<file path="src/rtl/mult_div_unit.sv">
// Iterative 32-cycle multiply/divide unit that owns the HI/LO registers.
// Shift-add multiply and restoring divide run on magnitudes; signs are fixed up in one final cycle.
module mult_div_unit #(
   parameter int WIDTH = 32
) (
   input  logic             clk,
   input  logic             rst_n,
   input  logic             start,
   input  logic [2:0]       md_op,
   input  logic [WIDTH-1:0] crs,
   input  logic [WIDTH-1:0] crt,
   output logic             busy,
   output logic             done,
   output logic [WIDTH-1:0] hi,
   output logic [WIDTH-1:0] lo,
   output logic             div_by_zero
);

   localparam int CW = $clog2(WIDTH);

   typedef enum logic [1:0] {IDLE, RUN, FIX} state_t;

   state_t               state_reg, state_next;
   logic [CW-1:0]        cnt_reg;
   logic [2*WIDTH-1:0]   acc_reg;
   logic [WIDTH-1:0]     addend_reg;
   logic [WIDTH-1:0]     a_orig_reg;
   logic                 is_div_reg;
   logic                 neg_lo_reg;
   logic                 neg_hi_reg;
   logic                 zero_div_reg;
   logic [WIDTH-1:0]     hi_reg, lo_reg;
   logic                 busy_reg, done_reg, dbz_reg;

   logic                 accept, iter_start, mt_start, last_iter;
   logic                 a_neg, b_neg;
   logic [WIDTH-1:0]     a_mag, b_mag;
   logic [WIDTH:0]       mul_sum;
   logic [2*WIDTH-1:0]   mul_next;
   logic [WIDTH:0]       rem_sh;
   logic [WIDTH-1:0]     rem_diff;
   logic                 fits;
   logic [2*WIDTH-1:0]   div_next;
   logic [2*WIDTH-1:0]   prod_fixed;
   logic [WIDTH-1:0]     quo_fixed, rem_fixed;

   assign accept     = (state_reg == IDLE) && start;
   assign iter_start = accept && !md_op[2];
   assign mt_start   = accept && (md_op[2:1] == 2'b10);
   assign last_iter  = (cnt_reg == CW'(WIDTH - 1));

   // md_op[0] selects the signed variant for both multiply and divide
   assign a_neg = md_op[0] & crs[WIDTH-1];
   assign b_neg = md_op[0] & crt[WIDTH-1];
   assign a_mag = a_neg ? -crs : crs;
   assign b_mag = b_neg ? -crt : crt;

   // Multiply: upper half accumulates, whole pair shifts right one bit per cycle
   assign mul_sum  = {1'b0, acc_reg[2*WIDTH-1:WIDTH]} +
                     (acc_reg[0] ? {1'b0, addend_reg} : '0);
   assign mul_next = {mul_sum, acc_reg[WIDTH-1:1]};

   // Divide: the shifted remainder needs one extra bit before the trial subtract
   assign rem_sh   = acc_reg[2*WIDTH-1:WIDTH-1];
   assign fits     = rem_sh >= {1'b0, addend_reg};
   assign rem_diff = rem_sh[WIDTH-1:0] - addend_reg;
   assign div_next = {(fits ? rem_diff : rem_sh[WIDTH-1:0]), acc_reg[WIDTH-2:0], fits};

   assign prod_fixed = neg_lo_reg ? -acc_reg : acc_reg;
   assign quo_fixed  = neg_lo_reg ? -acc_reg[WIDTH-1:0] : acc_reg[WIDTH-1:0];
   assign rem_fixed  = neg_hi_reg ? -acc_reg[2*WIDTH-1:WIDTH] : acc_reg[2*WIDTH-1:WIDTH];

   always_ff @(posedge clk or negedge rst_n) begin
      if (!rst_n) state_reg <= IDLE;
      else        state_reg <= state_next;
   end

   always_comb begin
      state_next = state_reg;
      case (state_reg)
         IDLE:    if (iter_start) state_next = RUN;
         RUN:     if (last_iter)  state_next = FIX;
         FIX:     state_next = IDLE;
         default: state_next = IDLE;
      endcase
   end

   always_ff @(posedge clk or negedge rst_n) begin
      if (!rst_n) begin
         cnt_reg      <= '0;
         acc_reg      <= '0;
         addend_reg   <= '0;
         a_orig_reg   <= '0;
         is_div_reg   <= 1'b0;
         neg_lo_reg   <= 1'b0;
         neg_hi_reg   <= 1'b0;
         zero_div_reg <= 1'b0;
         hi_reg       <= '0;
         lo_reg       <= '0;
         busy_reg     <= 1'b0;
         done_reg     <= 1'b0;
         dbz_reg      <= 1'b0;
      end else begin
         done_reg <= 1'b0;
         case (state_reg)
            IDLE: begin
               if (iter_start) begin
                  cnt_reg      <= '0;
                  is_div_reg   <= md_op[1];
                  neg_lo_reg   <= a_neg ^ b_neg;
                  neg_hi_reg   <= a_neg;
                  zero_div_reg <= md_op[1] && (crt == '0);
                  a_orig_reg   <= crs;
                  busy_reg     <= 1'b1;
                  dbz_reg      <= 1'b0;
                  // Multiply keeps the multiplier in the low half; divide keeps the dividend there
                  if (md_op[1]) begin
                     acc_reg    <= {{WIDTH{1'b0}}, a_mag};
                     addend_reg <= b_mag;
                  end else begin
                     acc_reg    <= {{WIDTH{1'b0}}, b_mag};
                     addend_reg <= a_mag;
                  end
               end else if (mt_start) begin
                  if (md_op[0]) lo_reg <= crs;
                  else          hi_reg <= crs;
                  done_reg <= 1'b1;
                  dbz_reg  <= 1'b0;
               end
            end
            RUN: begin
               acc_reg <= is_div_reg ? div_next : mul_next;
               cnt_reg <= cnt_reg + CW'(1);
            end
            FIX: begin
               busy_reg <= 1'b0;
               done_reg <= 1'b1;
               cnt_reg  <= '0;
               if (is_div_reg && zero_div_reg) begin
                  hi_reg  <= a_orig_reg;
                  lo_reg  <= '1;
                  dbz_reg <= 1'b1;
               end else if (is_div_reg) begin
                  hi_reg <= rem_fixed;
                  lo_reg <= quo_fixed;
               end else begin
                  hi_reg <= prod_fixed[2*WIDTH-1:WIDTH];
                  lo_reg <= prod_fixed[WIDTH-1:0];
               end
            end
            default: ;
         endcase
      end
   end

   assign busy        = busy_reg;
   assign done        = done_reg;
   assign hi          = hi_reg;
   assign lo          = lo_reg;
   assign div_by_zero = dbz_reg;

endmodule

</file>
<file path="config.mk">
export PLATFORM = sky130hd
export DESIGN_NAME = mult_div_unit
export DESIGN_NICKNAME = d
export VERILOG_FILES = /design/src/rtl/mult_div_unit.sv
export SDC_FILE = /design/constraint.sdc
export NUM_CORES = 1
export LEC_CHECK = 0
export CAP_MARGIN = 20
export CORE_MARGIN = 3
export CORE_UTILIZATION = 42
export CTS_CLUSTER_SIZE = 30
export DETAILED_ROUTE_END_ITERATION = 10
export HOLD_SLACK_MARGIN = 0.02
export PLACE_DENSITY = 0.69
export SETUP_SLACK_MARGIN = 0.5
export SLEW_MARGIN = 20
export SYNTH_ARGS = -nofsm -noshare
export SYNTH_HDL_FRONTEND = slang
export SYNTH_SLANG_ARGS = --single-unit
export TNS_END_PERCENT = 30
</file>
<file path="constraint.sdc">
create_clock -name clk -period 4.7 [get_ports clk]
set_input_delay 0.94 -clock clk [delete_from_list [all_inputs] [get_ports clk]]
set_output_delay 0.94 -clock clk [all_outputs]
set_load 0.02 [all_outputs]
</file>
After elaboration in Yosys (flattened, before gate mapping)

Index checks and enable logic that the tools add are counted.

Flip-flop bits (word level): 206
Bits in latches: 0
RAM bits: 0
Bits in read-only memories: 0
Input port bits: 70
Output and inout bits: 67
Word-level logic and storage cells: 95
Memories kept: 0

$add $sub $neg: 8
Multiply operators: 0
Div/mod/pow operators: 0
Order comparisons: 1
Equal/unequal tests: 12
Shift-type cells: 0
Multiplexer cells: 38
Bitwise gates (word level): 3
Reductions and logical operators: 19

Operators with widths:

| cell                                                          | number |
|---|---|
| 32-bit two-way mux                                            | 18 |
| 64-bit two-way mux                                            | 3 |
| 32-bit negation                                               | 4 |
| 32-bit case mux with 2 select lines                           | 2 |
| 64-bit case mux with 2 select lines                           | 1 |
| 64-bit negation                                               | 1 |
| 32-bit by 32-bit adder with 33-bit output                     | 1 |
| 33-bit by 32-bit >= comparator with 1-bit output              | 1 |
| 32-bit zero test                                              | 1 |
| 32-bit subtractor                                             | 1 |
| 5-bit case mux with 3 select lines                            | 1 |
| 2-bit inequality test, second input constant                  | 7 |
| 2-bit AND reduction                                           | 5 |
| 4-bit AND reduction                                           | 2 |
| 1-bit two-way mux                                             | 6 |
| 1-bit case mux with 2 select lines                            | 3 |
| 5-bit by 1-bit adder with 5-bit output, second input constant | 1 |
| 5-bit == test, second input constant                          | 1 |
| 1-bit logical AND                                             | 5 |
| 5-bit two-way mux                                             | 1 |
| 2-bit == test, second input constant                          | 2 |
| 2-bit two-way mux                                             | 2 |
| 2-bit case mux with 2 select lines                            | 1 |
| 2-bit nonzero test                                            | 2 |
| 8 further kinds                                               | 9 |

Longest topological paths before layout

Gate-level depths: netlist (run 1).

Word-level depth: 6
Mapped depth: 15
Gate-level depth less buffers: 13

Worst setup path before layout (run 1)

OpenSTA, ideal clock, no wires.

Path type: reg-to-reg
Start: reg acc_reg[0]
End: reg acc_reg[60]
Setup time: 83 ps
Arrival time: 3,271 ps
Data required time: 4,617 ps
Path slack: 1,346 ps
Cell stages (with the launch flop): 15
Buffers on the path: 2
Period minus slack after synthesis: 3,354 ps
Path through: dfrtp_1 > inv_1 > clkbuf_1 > nor2_1 > ha_1 > clkbuf_1 > a21o_1 > and3_1 > a2111oi_0 > o31ai_1 > a211o_1 > and2_1 > a21oi_1 > mux2_2 > o21ai_0

Longest elaborated chain between the ends: 4

RTL lines:

| what                                      | RTL line | RTL |
|---|---|---|
| start, declared                           | 25       | `logic [2*WIDTH-1:0] acc_reg;` |
| start signal, assigned                    | 118      | `acc_reg <= {{WIDTH{1'b0}}, a_mag};` |
| start signal, assigned                    | 121      | `acc_reg <= {{WIDTH{1'b0}}, b_mag};` |
| start signal, assigned                    | 132      | `acc_reg <= is_div_reg ? div_next : mul_next;` |
| 32-bit two-way mux                        | 60       | `(acc_reg[0] ? {1'b0, addend_reg} : '0);` |
| 32-bit by 32-bit adder with 33-bit output | 59       | `assign mul_sum = {1'b0, acc_reg[2*WIDTH-1:WIDTH]} +` |
| 64-bit two-way mux                        | 132      |  |
| 64-bit case mux with 2 select lines       | 105      | `case (state_reg)` |

Every way passes these cells.
A chain may end at the register's enable or synchronous reset.

Worst setup path in the final report (run 1)

Start: reg acc_reg[39]
End: reg acc_reg[56]

Longest elaborated chain between the ends: 4
Elaborated cells between the ends (all ways): 6
Classes of those cells: add/sub (2); order compare (1); mux (3)

RTL lines:

| what                                                                                         | RTL line | RTL |
|---|---|---|
| 32-bit subtractor / 33-bit by 32-bit >= comparator with 1-bit output (equally long branches) | 66, 65   |  |
| 32-bit two-way mux                                                                           | 67       | `assign div_next = {(fits ? rem_diff : rem_sh[WIDTH-1:0]), acc_reg[WIDTH-2:0], fits};` |
| 64-bit two-way mux *                                                                         | 132      |  |
| 64-bit case mux with 2 select lines *                                                        | 105      |  |

Mark *: on every way between the ends. The rest lies on a longest branch, timed or not.

==> results.ini, run 1 <==
[status]
status = finished clean

[worst_setup_path]
critPathRequiredTime_ns = 5.10
path_max_fanout = 30
endpoint_kind = flip-flop
crit_arrival_ns = 4.29
worstSetupPathType = reg -> reg
startpoint_type = flip-flop

[synthesis]
synth.yosys.seq_area_share_pct = 31.1
yosysWarnings = 0
yosys_most_used_dff = dfrtp_1
synth_edf_count = 0
synthCells = 2135
async_flop_share_pct = 100
synth.distinct_cells = 78
syn-cell-area_sq_mm = 0.0166
postSynthAreaPerCell_sq_um = 7.76
synth_nets = 2277
ys_seq_elements = 206

[placed_design]
dpl.hpwl_microns = 49600
io_buffers = 136
place_congestion = 0.958
dpl_worst_slack_ns = 0.652
dp_cells = 2700

[cells_and_area]
n_antenna_cell = 0
fin_nets = 2352
drive_above_1_share_pct = 6.87
final_cell_mix = nand2_1, o21ai_0, dfrtp_1
multi_input_area_sq_mm = 0.0106
fillCellCount = 3756
seqCellArea_sq_mm = 0.00516
final_cells = 2745
final_common_cell = nand2_1
area_growth_pct = 17.2
largest_reg_flops = 64

[pwr]
p_leak_nw = 8.11
powerDensity_mw_per_mm2 = 820
ir_drop_v = 0.000494

[clock_tree]
cts_tree = done
cts_sinks = 206
h-tree-depth = 1
numCtsBuffers = 26
clock_path_buffers = 3
postCtsSetupBuffers = 0
root_buffer = clkbuf_16
post_cts_resized = 0
ctsHoldBuffers = 0
worstSkewPairLatency_ns = 0.56
cts.clk_slew.worst_paths_ns = 0.06

[die]
fp.dieW_microns = 205
dieArea_sq_mm = 0.0419
ios = 137
initial_core_util_pct = 42.7
num_rows = 72
die_height_microns = 205
core_area_sq_mm = 0.0388

[timing]
fmax_mhz = 257
grt_setup_unrepaired = false
slew_violations = 0
hold_violations = 0
worstMarginPinSlew_ns = 1.01
timing.hold.ws_ns = 0.420
finalWorstSetupSlack_ns = 0.816
tns_ns = 0
finalClockSkew_ns = 0.0120
fin_crit_ns = 3.88
finalSetupViolations = 0
fin_crit_sh_pct = 82.6
slew_headroom_pct = 32.4

[global_route]
first_global_vias = 16500
antenna_found_initial = 0
grt_pass1_wl_microns = 99000
grt_max_degree = 105
overflow = 0
grt_usage_pct = 30.4

[drt]
avgRoutedWirePerCell_microns = 23.9
drt_iter0_markers = 1797
viasPerCell = 6.24
routed_wl_microns = 65500
num_vias = 17100
antenna_left = 0
drt_first_pass_iters = 6
met2_length_microns = 28200
wl_met1_microns = 28500
drc = 0
routed-wl-met3_microns = 5450
maxUsedRoutingLayer = met4

[job]
cap_violations = 0

[hold_path]
min_path_type = in -> async

## path summary, 6_finish.rpt
| check | start | end | slack (ns) | cells past startpoint |
|---|---|---|---|---|
| max in group asynchronous | rst_n | a_orig_reg[22]$_DFFE_PN0P_ | 3.18 | 2 |
| worst min-delay path | rst_n | a_orig_reg[28]$_DFFE_PN0P_ | 0.42 | 1 |
| worst max-delay path | acc_reg[39]$_DFFE_PN0P_ | acc_reg[56]$_DFFE_PN0P_ | 0.82 | 10 |
| min in group clk | lo[20]$_DFFE_PN0P_ | lo[20]$_DFFE_PN0P_ | 0.47 | 1 |
| worst max register to register | acc_reg[39]$_DFFE_PN0P_ | acc_reg[56]$_DFFE_PN0P_ | 0.82 | 10 |
| worst min register to register | lo[20]$_DFFE_PN0P_ | lo[20]$_DFFE_PN0P_ | 0.47 | 1 |
## where the power goes
part	switching [W]	internal [W]	total, W	leakage, nW
clock	0.000870	0.00129	0.00216	0.434
sequential	0.000918	0.00259	0.00351	2.51
combinational	0.00621	0.00404	0.0102	5.17
total	0.00800	0.00792	0.0159	8.11
## cell families after synthesis
group	synth area share [%]
simple gates	19.7
mux	3.36
flops	31.1
compound gates	26.4
fa+ha+maj	5.53
xor+xnor	8.72
buf+inv	5.17
## synthesized netlist by cell type (5+ instances only)
cell / count / area (sq um)
o211ai_1: 24 / 180
o22ai_1: 31 / 194
o221ai_1: 12 / 105
a31oi_1: 21 / 131
buf_1: 15 / 56.3
nand3b_1: 5 / 37.5
buf_2: 6 / 30.0
nand3_1: 42 / 210
nor3_1: 37 / 185
o21ai_0: 223 / 1120
ha_1: 70 / 876
xnor2_1: 110 / 963
mux2i_1: 50 / 500
and3_1: 10 / 62.6
a21oi_1: 179 / 896
o21a_1: 10 / 75.1
nand2_1: 298 / 1120
a21o_1: 22 / 165
nand2b_1: 19 / 119
a221oi_1: 7 / 61.3
a22o_1: 5 / 43.8
a31o_2: 5 / 43.8
o31ai_1: 22 / 165
a22oi_1: 18 / 135
nand4_1: 16 / 100
or4_1: 16 / 120
inv_1: 74 / 278
dfrtp_1: 206 / 5150
xor2_1: 55 / 482
or2_2: 7 / 43.8
o41ai_1: 8 / 70.1
a222oi_1: 13 / 130
nor4_1: 18 / 113
o21bai_1: 8 / 60.1
and2_1: 10 / 62.6
or3_1: 13 / 81.3
or4_4: 5 / 56.3
nor2_1: 179 / 672
mux2_2: 5 / 56.3
clkbuf_1: 131 / 492
o21ai_1: 7 / 35.0
nor2b_1: 11 / 68.8
a211oi_1: 52 / 390
## layout make-up
cell class                 instances  share of cell area (%)
tap                              518                    3.34
inverter                          74                    1.43
multi-input combinational       1703                    54.5
timing repair buffer             199                    9.57
clock inverter                    14                   0.986
sequential                       206                    26.6
clock buffer                      31                    3.65
## worst max-delay path, cell delays in order (launching register included)
cell      delay [ns]
dfrtp_1         0.59
ha_1            0.46
nand4_1         0.29
a211oi_1        0.33
nor4_1          0.14
o21bai_1        0.34
o21ba_2         0.80
buf_4           0.35
o21ai_0         0.12
a21oi_1         0.14
o21ai_0         0.15
## routing by layer
layer,vias up,global-route usage [%]
li1,7837,-
met1,8302,42.9
met2,816,46.1
met3,172,4.39
met4,0,14.0
met5,-,0
## per-stage QoR
| step | total power [W] | area, sq um | util (%) |
|---|---|---|---|
| after floorplan | 0.0102 | 16600 | - |
| after global placement | 0.0134 | 18500 | 47.7 |
| after detailed placement | 0.0135 | 18500 | 47.7 |
| after CTS | 0.0157 | 19400 | 50.0 |
| after global routing | 0.0170 | 19400 | 50.0 |
| final | 0.0159 | 19400 | 50.0 |
Note: power is estimated with default switching activity, not from simulation.
==> run 2, diff against run 1 <==
Settings changed: PLACE_DENSITY 0.69 to 0.71.
Clock period 4.7 ns to 3.3 ns, I/O delays scaled along.
==> results.ini, run 2 (same netlist as run 1, synthesis figures left out) <==
[die]
core_area_sq_mm = 0.0388  ; unchanged
ios = 137  ; unchanged
fp.dieW_microns = 205  ; unchanged
num_rows = 72  ; unchanged
initial_core_util_pct = 42.7  ; unchanged
die_height_microns = 205  ; unchanged
dieArea_sq_mm = 0.0419  ; unchanged

[worst_setup_path]
regToRegSetupSlack_ns = 0.23  ; -0.59 ns
cp_common_cell = a21oi_1
endpoint_kind = flip-flop
worstSetupPathType = reg -> reg
critPathRequiredTime_ns = 3.77  ; -1.33 ns
rr_worst_depth = 14  ; +4
critPathMaxStageDelay_ns = 0.41  ; -0.39 ns
crit_arrival_ns = 3.55  ; -0.74 ns
path_max_fanout = 3  ; -90%
critPathSlowestCell = a221o_1
critPathBufInv = 3  ; +2
r2r-start = acc_reg[31]$_DFFE_PN0P_
path_cells = inv_1 > ha_2 > inv_2 > fa_2 > a21o_1 > a221o_1 > nand2_1 > o211ai_1 > buf_4 > a21oi_1 > a21oi_1 > xnor2_1 > o221ai_1 > o21ai_1
r2r_end = acc_reg[60]$_DFFE_PN0P_
crit_family = compound AO/OA/AOI/OAI gates
startpoint_type = flip-flop

[placed_design]
io_buffers = 136  ; unchanged
dpl_worst_slack_ns = -0.274  ; -0.926 ns
dp_cells = 2885  ; +6.9%
place_congestion = 1.02  ; +6.4%
dpl.hpwl_microns = 51100  ; +3.1%

[hold_path]
min_path_type = in -> async

[drt]
num_vias = 18400  ; +7.7%
drc = 0  ; unchanged
routed_wl_microns = 68300  ; +4.3%
drt_iter0_markers = 2028  ; +13%
avgRoutedWirePerCell_microns = 22.7  ; -4.9%
antenna_left = 0  ; unchanged
viasPerCell = 6.13  ; -1.7%
drt_first_pass_iters = 8  ; +2

[cells_and_area]
final_cell_mix = buf_4, nand2_1, dfrtp_1
final_common_cell = buf_4
final_cells = 3009  ; +9.6%
largest_reg_flops = 64  ; unchanged
area_growth_pct = 37.0
fillCellCount = 3407  ; -9.3%
drive_above_1_share_pct = 23.6  ; +17 points
fin_nets = 2612  ; +11%

[global_route]
overflow = 0  ; unchanged
grt_max_degree = 102  ; -2.9%
grt_pass1_wl_microns = 103000  ; +3.8%
first_global_vias = 17700  ; +7.3%
antenna_found_initial = 1  ; +1
grt_usage_pct = 31.3  ; +0.92 points

[clock_tree]
cts_sinks = 206  ; unchanged
worstSkewPairLatency_ns = 0.55  ; about the same
root_buffer = clkbuf_16
cts.clk_slew.worst_paths_ns = 0.06  ; about the same
numCtsBuffers = 26  ; unchanged
cts_tree = done
h-tree-depth = 1  ; unchanged
clock_path_buffers = 3  ; unchanged
ctsHoldBuffers = 0  ; unchanged

[pwr]
p_total_w = 0.0270  ; +69%
powerDensity_mw_per_mm2 = 1190  ; +45%
ir_drop_v = 0.000576  ; +16%
p_leak_nw = 9.70  ; +20%

[status]
status = finished clean

[timing]
finalWorstSetupSlack_ns = 0.227  ; -0.589 ns
worstMarginPinSlew_ns = 0.975  ; -0.0398 ns
fin_crit_ns = 3.07  ; -0.811 ns
finalClockSkew_ns = 0.00963  ; -0.00233 ns
finalSetupViolations = 0  ; unchanged
tns_ns = 0  ; unchanged
hold_violations = 0  ; unchanged
grt_setup_unrepaired = true
slew_violations = 0  ; unchanged
fin_crit_sh_pct = 93.1  ; +10 points
fmax_mhz = 325  ; +26%
slew_headroom_pct = 35.0  ; +2.7 points

[job]
cap_violations = 0  ; unchanged

## run 2: cell types whose count changed in the layout (fill, tap and decap cells not counted), sizes merged, moves of 2 or more
| cell | before | now |
|---|---|---|
| buf | 64 | 323 |
| clkbuf | 32 | 34 |
| clkdlybuf4s50 | 134 | 125 |
| clkinv | 6 | 8 |
| dlymetal6s2s | 0 | 9 |
## run 2: report_power, final
part	internal (W)	total (W)	switching (W)	leakage, nW
clock network	0.00195	0.00317	0.00122	0.461
registers	0.00370	0.00489	0.00119	2.50
logic	0.00848	0.0189	0.0104	6.74
total	0.0141	0.0270	0.0128	9.70
## run 2: what timing repair did
action | CTS | global route
gates cloned | 1 | 1
pin swaps | 55 | 73
resized for setup | 115 | 141
setup buffers | 32 | 41
setup endpoints to repair | 88 | 117
## run 2: metal layers
layer | GRT usage, % | up-vias | part of all wire (%)
li1 | - | 8375 | -
met1 | 41.4 | 8827 | 39
met2 | 48.2 | 1037 | 44
met3 | 7.17 | 208 | 11
met4 | 15.6 | 0 | 5.8
met5 | 0 | - | 0
## run 2: worst reg2reg max path, stage by stage (launching register included)
cell and delay (ns):
dfrtp_1 0.38, inv_1 0.07, ha_2 0.18, inv_2 0.04, fa_2 0.34, a21o_1 0.20
a221o_1 0.41, nand2_1 0.11, o211ai_1 0.24, buf_4 0.23, a21oi_1 0.20, a21oi_1 0.11
xnor2_1 0.21, o221ai_1 0.13, o21ai_1 0.15
## run 2: worst max-delay path by stage
stage                            start                         end  slack (ns)  depth (start not counted)
3_5_place_dp                    crs[0]  addend_reg[12]$_DFFE_PN0P_       -0.27                         11
3_3_place_gp                    crs[0]     acc_reg[12]$_DFFE_PN0P_       -0.21                         10
5_1_grt         acc_reg[0]$_DFFE_PN0P_     acc_reg[63]$_DFFE_PN0P_        0.13                         15
2_1_floorplan   acc_reg[0]$_DFFE_PN0P_     acc_reg[60]$_DFFE_PN0P_        0.41                         14
4_1_cts         acc_reg[0]$_DFFE_PN0P_     acc_reg[58]$_DFFE_PN0P_        0.25                         16
6_report       acc_reg[31]$_DFFE_PN0P_     acc_reg[60]$_DFFE_PN0P_        0.23                         14
## run 2: stage by stage
step / area (sq um) / utilization [%] / hold slack [ns]
5_1_grt: 22700 / 58.4 / 0.216
3_5_place_dp: 20000 / 51.6 / 0.464
2_1_floorplan: 16700 / - / 0.364
6_report: 22700 / 58.4 / 0.159
4_1_cts: 21800 / 56.1 / 0.197
3_3_place_gp: 20000 / 51.6 / 0.456
## run 2: cell type report
class / instances / area (sq um) / share of cell area (%)
repair buffers: 459 / 3970 / 17.5
multi-input cells: 1703 / 11700 / 51.5
well taps: 518 / 648 / 2.86
diodes: 1 / 2.50 / 0.0110
clock inverters: 15 / 213 / 0.937
inverters: 74 / 287 / 1.26
clock buffers: 33 / 728 / 3.21
flip-flops and latches: 206 / 5160 / 22.8
